<file path="config.mk">
export PLATFORM = sky130hd
export DESIGN_NAME = time_set_controller
export DESIGN_NICKNAME = d
export VERILOG_FILES = /design/src/rtl/clock_pkg.sv /design/src/rtl/btn_sync_edge.sv /design/src/rtl/time_set_controller.sv
export SDC_FILE = /design/constraint.sdc
export NUM_CORES = 1
export LEC_CHECK = 0
export CAP_MARGIN = 20
export CELL_PAD_IN_SITES_DETAIL_PLACEMENT = 1
export CELL_PAD_IN_SITES_GLOBAL_PLACEMENT = 1
export CORE_AREA = 3 3 58 60
export DETAILED_ROUTE_END_ITERATION = 12
export DIE_AREA = 0 0 61 63
export GPL_TIMING_DRIVEN = 0
export PLACE_DENSITY = 0.64
export SYNTH_ARGS = -nofsm -noshare
export SYNTH_HDL_FRONTEND = slang
export SYNTH_SLANG_ARGS = --single-unit
</file>
<file path="constraint.sdc">
create_clock -name clk -period 1.4 [get_ports clk]
set_input_delay 0.28 -clock clk [delete_from_list [all_inputs] [get_ports clk]]
set_output_delay 0.28 -clock clk [all_outputs]
set_load 0.05 [all_outputs]
</file>
<file path="src/rtl/clock_pkg.sv">
// clock_pkg: mode encodings, sel polarity and mode sequencing shared by the time-set logic.
package clock_pkg;
  typedef enum logic [1:0] {
    MODE_RUN     = 2'b00,
    MODE_SET_MIN = 2'b01,
    MODE_SET_HR  = 2'b10
  } mode_t;
  localparam logic SEL_TICK   = 1'b1;
  localparam logic SEL_MANUAL = 1'b0;
  function automatic mode_t next_mode(input mode_t m);
    return m == MODE_RUN ? MODE_SET_MIN : m == MODE_SET_MIN ? MODE_SET_HR : MODE_RUN;
  endfunction
endpackage

</file>
<file path="src/rtl/btn_sync_edge.sv">
// btn_sync_edge: 2-flop synchronizer plus registered rising-edge press flag for one button.
// o_level exists only when TIME_SET_AUTO_REPEAT_EN is defined.
module btn_sync_edge (
  input  logic clk,
  input  logic rst_n,
  input  logic i_btn,
`ifdef TIME_SET_AUTO_REPEAT_EN
  output logic o_level,
`endif
  output logic o_press
);
  logic r_s1, r_s2, r_hist, r_press;
  logic [1:0] r_live;
  // history holds at 1 until the synchronizer carries real samples, so a button held through reset never looks like a fresh press
  always_ff @(posedge clk or negedge rst_n)
    if (!rst_n) begin
      r_s1    <= 1'b0;
      r_s2    <= 1'b0;
      r_hist  <= 1'b1;
      r_live  <= '0;
      r_press <= 1'b0;
    end else begin
      r_s1    <= i_btn;
      r_s2    <= r_s1;
      r_live  <= {r_live[0], 1'b1};
      r_hist  <= r_live[1] ? r_s2 : r_hist;
      r_press <= r_s2 & ~r_hist;
    end
  assign o_press = r_press;
`ifdef TIME_SET_AUTO_REPEAT_EN
  assign o_level = r_s2;
`endif
endmodule

</file>
<file path="src/rtl/time_set_controller.sv">
// time_set_controller: RUN/SET_MIN/SET_HR mode FSM issuing registered increment and seconds-clear pulses.
// Define TIME_SET_AUTO_REPEAT_EN to enable hold-to-repeat on btn_inc.
module time_set_controller
  import clock_pkg::*;
#(
  parameter int REPEAT_DELAY  = 50_000_000,
  parameter int REPEAT_PERIOD = 10_000_000,
  parameter int TIMEOUT_S     = 30
) (
  input  logic       clk,
  input  logic       rst_n,
  input  logic       tick_1hz,
  input  logic       btn_mode,
  input  logic       btn_inc,
  output logic [1:0] mode,
  output logic       sel,
  output logic       inc_min,
  output logic       inc_hr,
  output logic       sec_clr
);
  localparam int IW = TIMEOUT_S > 0 ? $clog2(TIMEOUT_S + 1) : 1;
  localparam logic [IW-1:0] IDLE_MAX = IW'(TIMEOUT_S);
  mode_t r_mode, w_next;
  logic r_sel, r_inc_min, r_inc_hr, r_sec_clr;
  logic [IW-1:0] r_idle;
  logic w_mode_ev, w_inc_ev, w_rep_fire, w_set, w_legal, w_timeout, w_adv, w_bump;
`ifdef TIME_SET_AUTO_REPEAT_EN
  localparam int RMAX = REPEAT_DELAY > REPEAT_PERIOD ? REPEAT_DELAY : REPEAT_PERIOD;
  localparam int RW = RMAX > 1 ? $clog2(RMAX) : 1;
  localparam logic [RW-1:0] R_SAT = RW'(RMAX - 1);
  logic [RW-1:0] r_rep;
  logic r_rep_on, r_rep_first, w_inc_level, w_mode_level;
  btn_sync_edge u_mode (.clk(clk), .rst_n(rst_n), .i_btn(btn_mode), .o_level(w_mode_level), .o_press(w_mode_ev));
  btn_sync_edge u_inc (.clk(clk), .rst_n(rst_n), .i_btn(btn_inc), .o_level(w_inc_level), .o_press(w_inc_ev));
  // a held mode button means a state change is imminent, so repeats stop early
  assign w_rep_fire = r_rep_on && w_inc_level && !w_mode_level &&
                      r_rep == (r_rep_first ? RW'(REPEAT_DELAY - 1) : RW'(REPEAT_PERIOD - 1));
  always_ff @(posedge clk or negedge rst_n)
    if (!rst_n) begin
      r_rep       <= '0;
      r_rep_on    <= 1'b0;
      r_rep_first <= 1'b0;
    end else if (w_set && !w_adv && w_inc_ev) begin
      r_rep       <= '0;
      r_rep_on    <= 1'b1;
      r_rep_first <= 1'b1;
    end else if (!r_rep_on || !w_inc_level || w_mode_level || w_adv || !w_set) begin
      r_rep       <= '0;
      r_rep_on    <= 1'b0;
      r_rep_first <= 1'b0;
    end else if (w_rep_fire) begin
      r_rep       <= '0;
      r_rep_first <= 1'b0;
    end else if (r_rep != R_SAT) begin
      r_rep <= r_rep + RW'(1);
    end
`else
  btn_sync_edge u_mode (.clk(clk), .rst_n(rst_n), .i_btn(btn_mode), .o_press(w_mode_ev));
  btn_sync_edge u_inc (.clk(clk), .rst_n(rst_n), .i_btn(btn_inc), .o_press(w_inc_ev));
  assign w_rep_fire = 1'b0;
`endif
  assign w_set     = r_mode == MODE_SET_MIN || r_mode == MODE_SET_HR;
  assign w_legal   = w_set || r_mode == MODE_RUN;
  assign w_timeout = TIMEOUT_S != 0 && w_set && r_idle == IDLE_MAX;
  assign w_adv     = w_mode_ev || w_timeout;
  // mode events win over increments arriving in the same cycle
  assign w_bump    = w_set && !w_adv && (w_inc_ev || w_rep_fire);
  assign w_next    = !w_legal ? MODE_RUN : w_timeout ? MODE_RUN : w_mode_ev ? next_mode(r_mode) : r_mode;
  always_ff @(posedge clk or negedge rst_n)
    if (!rst_n) begin
      r_mode    <= MODE_RUN;
      r_sel     <= SEL_TICK;
      r_inc_min <= 1'b0;
      r_inc_hr  <= 1'b0;
      r_sec_clr <= 1'b0;
      r_idle    <= '0;
    end else begin
      r_mode    <= w_next;
      r_sel     <= w_next == MODE_RUN ? SEL_TICK : SEL_MANUAL;
      r_sec_clr <= r_mode == MODE_RUN && w_mode_ev;
      r_inc_min <= w_bump && r_mode == MODE_SET_MIN;
      r_inc_hr  <= w_bump && r_mode == MODE_SET_HR;
      r_idle    <= (!w_set || w_next != r_mode || w_mode_ev || w_inc_ev || w_bump) ? '0 :
                   (tick_1hz && r_idle != IDLE_MAX) ? r_idle + IW'(1) : r_idle;
    end
  assign mode    = r_mode;
  assign sel     = r_sel;
  assign inc_min = r_inc_min;
  assign inc_hr  = r_inc_hr;
  assign sec_clr = r_sec_clr;
endmodule

</file>
# --- Word level (Yosys, flattened, before mapping) ---
# Index checks and enable logic that the tools add are counted.
# W data, S select, Z words.
op_classes:
  magnitude_cmp: 0
  n_addsub: 1
  reduce_logical: 19
  n_bitwise: 4
  eq_ne: 5
  n_shift: 0
  mul: 0
  n_div: 0
  n_mux: 8
ops:
  columns: ["op", "count"]
  rows:
  - ["$mux W2", 5]
  - ["$mux W5", 2]
  - ["$logic_and A1 B1 Y1", 7]
  - ["$logic_or A1 B1 Y1", 7]
  - ["$add A5 B1 Y5 const B", 1]
  - ["$eq A5 B5 Y1 const B", 1]
  - ["$ne A5 B5 Y1 const B", 1]
  - ["$logic_not A2 Y1", 2]
  - ["$and A1 B1 Y1", 2]
  - ["$eq A2 B1 Y1 const B", 1]
  - ["$eq A2 B2 Y1 const B", 1]
  - ["$logic_not A1 Y1", 2]
  - ["$ne A2 B2 Y1", 1]
  - ["$not A1 Y1", 2]
  - ["$reduce_bool A2 Y1", 1]
  - ["$mux W1", 1]
totals:
  mem_count: 0
  out_inout_bits: 6
  ram_bits: 0
  mem_bits_ro: 0
  inputBits: 5
  latchBits: 0
  register_bits: 23

# --- Depth between registers and ports, before layout ---
logic_depth:
  word_depth: 12
  depth_mapped: 5
  ltp_nobuf: 5

# --- Cells and area by module ---
# Synthesis repeated with hierarchy kept, for this count alone.
hier_totals:
  hier_cells: 75
  hier_area_um2: 940.9
modules_own_cells:
  columns: ["module", "area_each_um2", "n_inst", "cells_each", "seq_area_each_um2"]
  rows:
  - ["time_set_controller", 588.1, 1, 57, 276.5]
  - ["btn_sync_edge", 176.4, 2, 9, 151.4]

# --- Worst setup path before layout ---
# Ideal clock, no wire load.
synth_path:
  path_kind: "register -> register"
  from: "reg r_mode[0] (netlist: mode[0])"
  to: "reg r_idle[3]"
  stages_incl_launch_ff: 6
  required_ns: 1.306
  path_slack_ns: -0.279
  t_arrival_ns: 1.585
  cell_sequence: "dfrtp_1 > inv_1 > ha_1 > nor3b_2 > o21ai_1 > a211oi_1"
synth_between:
  elab_chain_len: 12
  word_cells_on_any_way: 23
  cone_classes: "eq/ne (3); mux (6); reduce/logical (14)"
synth_rtl:
  columns: ["element", "line_no", "text"]
  rows:
  - ["from (decl)", "time_set_controller.sv:23", "mode_t r_mode, w_next;"]
  - ["from (signal assigned)", "time_set_controller.sv:78", "r_mode <= w_next;"]
  - ["$eq A2 B1 Y1", "clock_pkg.sv:11, time_set_controller.sv:62", null]
  - ["$mux W2 (2 in series)", "clock_pkg.sv:11", "return m == MODE_RUN ? MODE_SET_MIN : m == MODE_SET_MIN ? MODE_SET_HR : MODE_RUN;"]
  - ["$mux W2 (3 in series)", "time_set_controller.sv:68", "assign w_next = !w_legal ? MODE_RUN : w_timeout ? MODE_RUN : w_mode_ev ? next_mode(r_mode) : r_mode;"]
  - ["$ne A2 B2 Y1", "time_set_controller.sv:83", "r_idle <= (!w_set || w_next != r_mode || w_mode_ev || w_inc_ev || w_bump) ? '0 :"]
  - ["$logic_or A1 B1 Y1 (3 in series)", "time_set_controller.sv:83", null]
  - ["$logic_or A1 B1 Y1 (*)", "time_set_controller.sv:83", null]
  - ["$mux W5 or $reduce_bool A2 Y1 (tied branches)", null, null]
  - ["to (signal assigned)", "time_set_controller.sv:83", null]
  - ["to (decl)", "time_set_controller.sv:25", "logic [IW-1:0] r_idle;"]
# Mark *: on every way between the ends. The rest lies on a longest branch, timed or not.
# A chain may end at the register's enable or synchronous reset.

# --- Worst setup path after layout ---
layout_path:
  from: "reg r_idle[0]"
  to: "reg r_idle[1]"
layout_between:
  elab_chain_len: 10
  word_cells_on_any_way: 19
  cone_classes: "add/sub (1); eq/ne (3); mux (4); reduce/logical (11)"
layout_rtl:
  columns: ["element", "line_no", "text"]
  rows:
  - ["$eq A5 B5 Y1", "time_set_controller.sv:64", "assign w_timeout = TIMEOUT_S != 0 && w_set && r_idle == IDLE_MAX;"]
  - ["$logic_and A1 B1 Y1", "time_set_controller.sv:64", null]
  - ["$mux W2 (2 in series)", "time_set_controller.sv:68", null]
  - ["$ne A2 B2 Y1", "time_set_controller.sv:83", null]
  - ["$logic_or A1 B1 Y1 (4 in series)", "time_set_controller.sv:83", null]
  - ["$mux W5 or $reduce_bool A2 Y1 (tied branches)", null, null]
# Parallel ways exist; a longest one is shown, timed or not. The select of a mux whose other input is x is not followed.

==> results.py <==
metrics = {
    "final_layout": {
        "nFillCells": 327,
        "regArea_um2": 532,
        "finalNetCount": 106,
        "antenna_cells": 0,
        "final_util_pct": 38.7,
        "multiInputGateArea_um2": 402,
        "drive_gt1_share_pct": 37.2,
        "syn_to_final_growth_pct": 27.0,
        "final_area_mm2": 0.00115,
        "final-instance-count-excl-fill": 127,
    },
    "sta": {
        "slew_viol_final": 0,
        "rsz0062_at_grt": "true",
        "period_minus_slack_ns": 1.36,
        "hold_viol": 0,
        "timing.fmax_mhz": 737,
        "worst_slack_ns": 0.0437,
        "finalSetupViolCount": 0,
        "tightest_slew_ns": 0.904,
        "finalCritPeriodShare_pct": 96.9,
        "setup_tns_ns": 0,
        "relSlewSlack_pct": 39.5,
        "fin_skew_ns": 0.00833,
        "holdWs_ns": 0.366,
    },
    "die": {
        "rows": 20,
        "core_area_mm2": 0.00298,
        "start_util_pct": 30.5,
        "io_pins": 11,
        "dieArea_mm2": 0.00384,
        "die_h_um": 63,
        "die_width_um": 61,
    },
    "yosys": {
        "synthCells": 76,
        "avgSynthCellArea_um2": 11.9,
        "synthTopCellsByArea": "dfrtp_1 50%, dfstp_2 8.7%, ha_1 8.3%",
        "synth_nets": 87,
        "synth_commonest_cells": "18 x dfrtp_1, 6 x ha_1, 6 x inv_1",
        "ys_warn_count": 0,
        "synth_top_cell_by_area": "dfrtp_1",
        "synth_top_area_share_pct": 49.7,
        "synth-edff-count": 0,
        "async_reset_ff_share_pct": 100,
        "ys_ff_latch": 21,
        "synth.distinct_cells": 28,
        "yosysMostFrequentCell": "dfrtp_1",
        "synthFlopType": "dfrtp_1",
        "synth-seq-area-share_pct": 58.3,
        "syn-cell-area_um2": 907,
    },
    "worst_hold_path": {
        "min_path_cells": 0,
        "hold_start": "u_mode.r_s1",
        "min_to": "u_mode.r_s2",
        "hold_class": "register to register",
    },
    "placed_design": {
        "post-place-ws_ns": -0.176,
        "placedCellCount": 119,
        "placed_cell_area_mm2": 0.00107,
        "routabilityCongestion": 0.753,
        "portBuffers": 10,
        "hpwlAfterDp_um": 1270,
    },
    "clocking": {
        "hold_buffers": 0,
        "cts_buffers": 3,
        "clk_latency_ns": 0.31,
        "tritoncts": "done",
        "clock-root-buffer": "clkbuf_4",
        "path_clk_slew_ns": 0.13,
        "clock_path_buffers": 2,
        "cts.sinks": 21,
        "h-tree-depth": 1,
    },
    "flow_run": {
        "drv_cap": 0,
    },
    "drt": {
        "dr.pass1.iters": 2,
        "wl_met1_um": 771,
        "top_layer_used": "met4",
        "wl_um": 1770,
        "wl_per_cell_um": 13.9,
        "antenna_left": 0,
        "routed-via-count": 625,
        "drc": 0,
        "wl_met3_um": 51,
        "drt_iter0_drc": 30,
        "wl_met2_um": 935,
        "vias_per_cell": 4.92,
    },
    "grt": {
        "first_global_vias": 656,
        "antenna_found_initial": 0,
        "grt_pass1_wl_um": 2940,
        "grt_max_degree": 22,
        "gr-usage-all-layers_pct": 10.2,
        "grt_overflow_total": 0,
    },
    "worst_setup_path": {
        "required_ns": 1.64,
        "r2r_setup_slack_ns": 0.04,
        "path_max_fanout": 5,
        "r2r-start": "r_idle[0]",
        "arrival_ns": 1.60,
        "reg2reg_depth": 5,
        "criticalPathCategory": "register to register",
        "end_kind": "register",
        "r2r_end": "r_idle[1]",
        "start_kind": "register",
    },
    "power_and_ir_drop": {
        "power.total_mw": 1.79,
        "p_leak_nw": 0.491,
        "powerDensity_mw_per_mm2": 1550,
        "vdd_drop_max_mv": 0.602,
    },
    "outcome": {
        "status": "complete, no violations",
    },
}
[cells by family (layout without fill, tap and decap cells)]
family | Yosys count | after routing | share of synthesized area [%]
mux | 4 | 4 | 4.69
other cells | 1 | 1 | 0.413
simple gates | 22 | 22 | 15.0
compound gates | 15 | 15 | 10.3
fa+ha+maj | 6 | 6 | 8.28
flops | 21 | 21 | 58.3
buf+inv | 7 | 25 | 2.90
[routing by layer]
layer  track usage, %  vias up
met3             3.93        2
met1             12.1      312
met2             16.6       10
li1                 -      301
met4             3.25        0
met5                0        -
[registers in the layout, indices dropped and copies added (netlist names)]
signal and cells:
u_inc.o_press 1, sec_clr 1, inc_hr 1, u_inc.r_s2 1
mode 2, u_mode.r_s1 1, u_inc.r_hist 1, u_mode.r_hist 1
u_mode.o_press 1, u_inc.r_s1 1, u_inc.r_live 2, r_idle 5
sel 1, u_mode.r_s2 1, inc_min 1
[critical path, stage by stage (launching register included)]
cell	delay (ns)
dfrtp_1	0.37
inv_1	0.06
ha_2	0.21
and4_4	0.21
or3_1	0.32
a21oi_2	0.12
[worst max path at each step]
stage          startpoint        end  slack [ns]
2_1_floorplan     mode[0]  r_idle[3]       -0.04
3_3_place_gp          sel        sel       -0.17
3_5_place_dp          sel        sel       -0.18
4_1_cts           mode[0]  r_idle[3]     0.00008
5_1_grt           mode[0]  r_idle[2]       -0.05
6_report        r_idle[0]  r_idle[1]        0.04
[cell type report]
cell class | count | share of cell area (%)
repair buffers | 14 | 10.5
multi-input cells | 48 | 34.9
clock inverters | 1 | 0.651
clock buffers | 3 | 1.95
inverters | 7 | 2.28
flip-flops and latches | 21 | 46.1
well taps | 33 | 3.58
[report_power, final]
group	switching, mW	internal, mW	total [mW]
registers	0.0638	0.703	0.767
logic	0.442	0.276	0.718
clock network	0.197	0.109	0.305
[layout by cell type (no fill, tap or decap), drive strengths merged, types with 2 or more instances in the layout]
cell,Yosys,layout
dfstp,3,3
mux2,2,2
inv,7,7
ha,6,6
clkdlybuf4s50,0,4
nor2,3,3
nand2,2,2
clkdlybuf4s15,0,3
and2,3,3
nand3,2,2
nor3b,2,2
and4,2,2
a211oi,3,3
mux2i,2,2
nor2b,2,2
buf,0,7
clkbuf,0,3
dfrtp,18,18
nand4,3,3
o21ai,6,6
a21oi,4,4
[timing repair]
item	in CTS	in global routing
gates cloned	0	0
gates resized for setup	26	5
buffers inserted	2	2
setup endpoints to repair	12	5
Power figures use the tool's default switching activity.
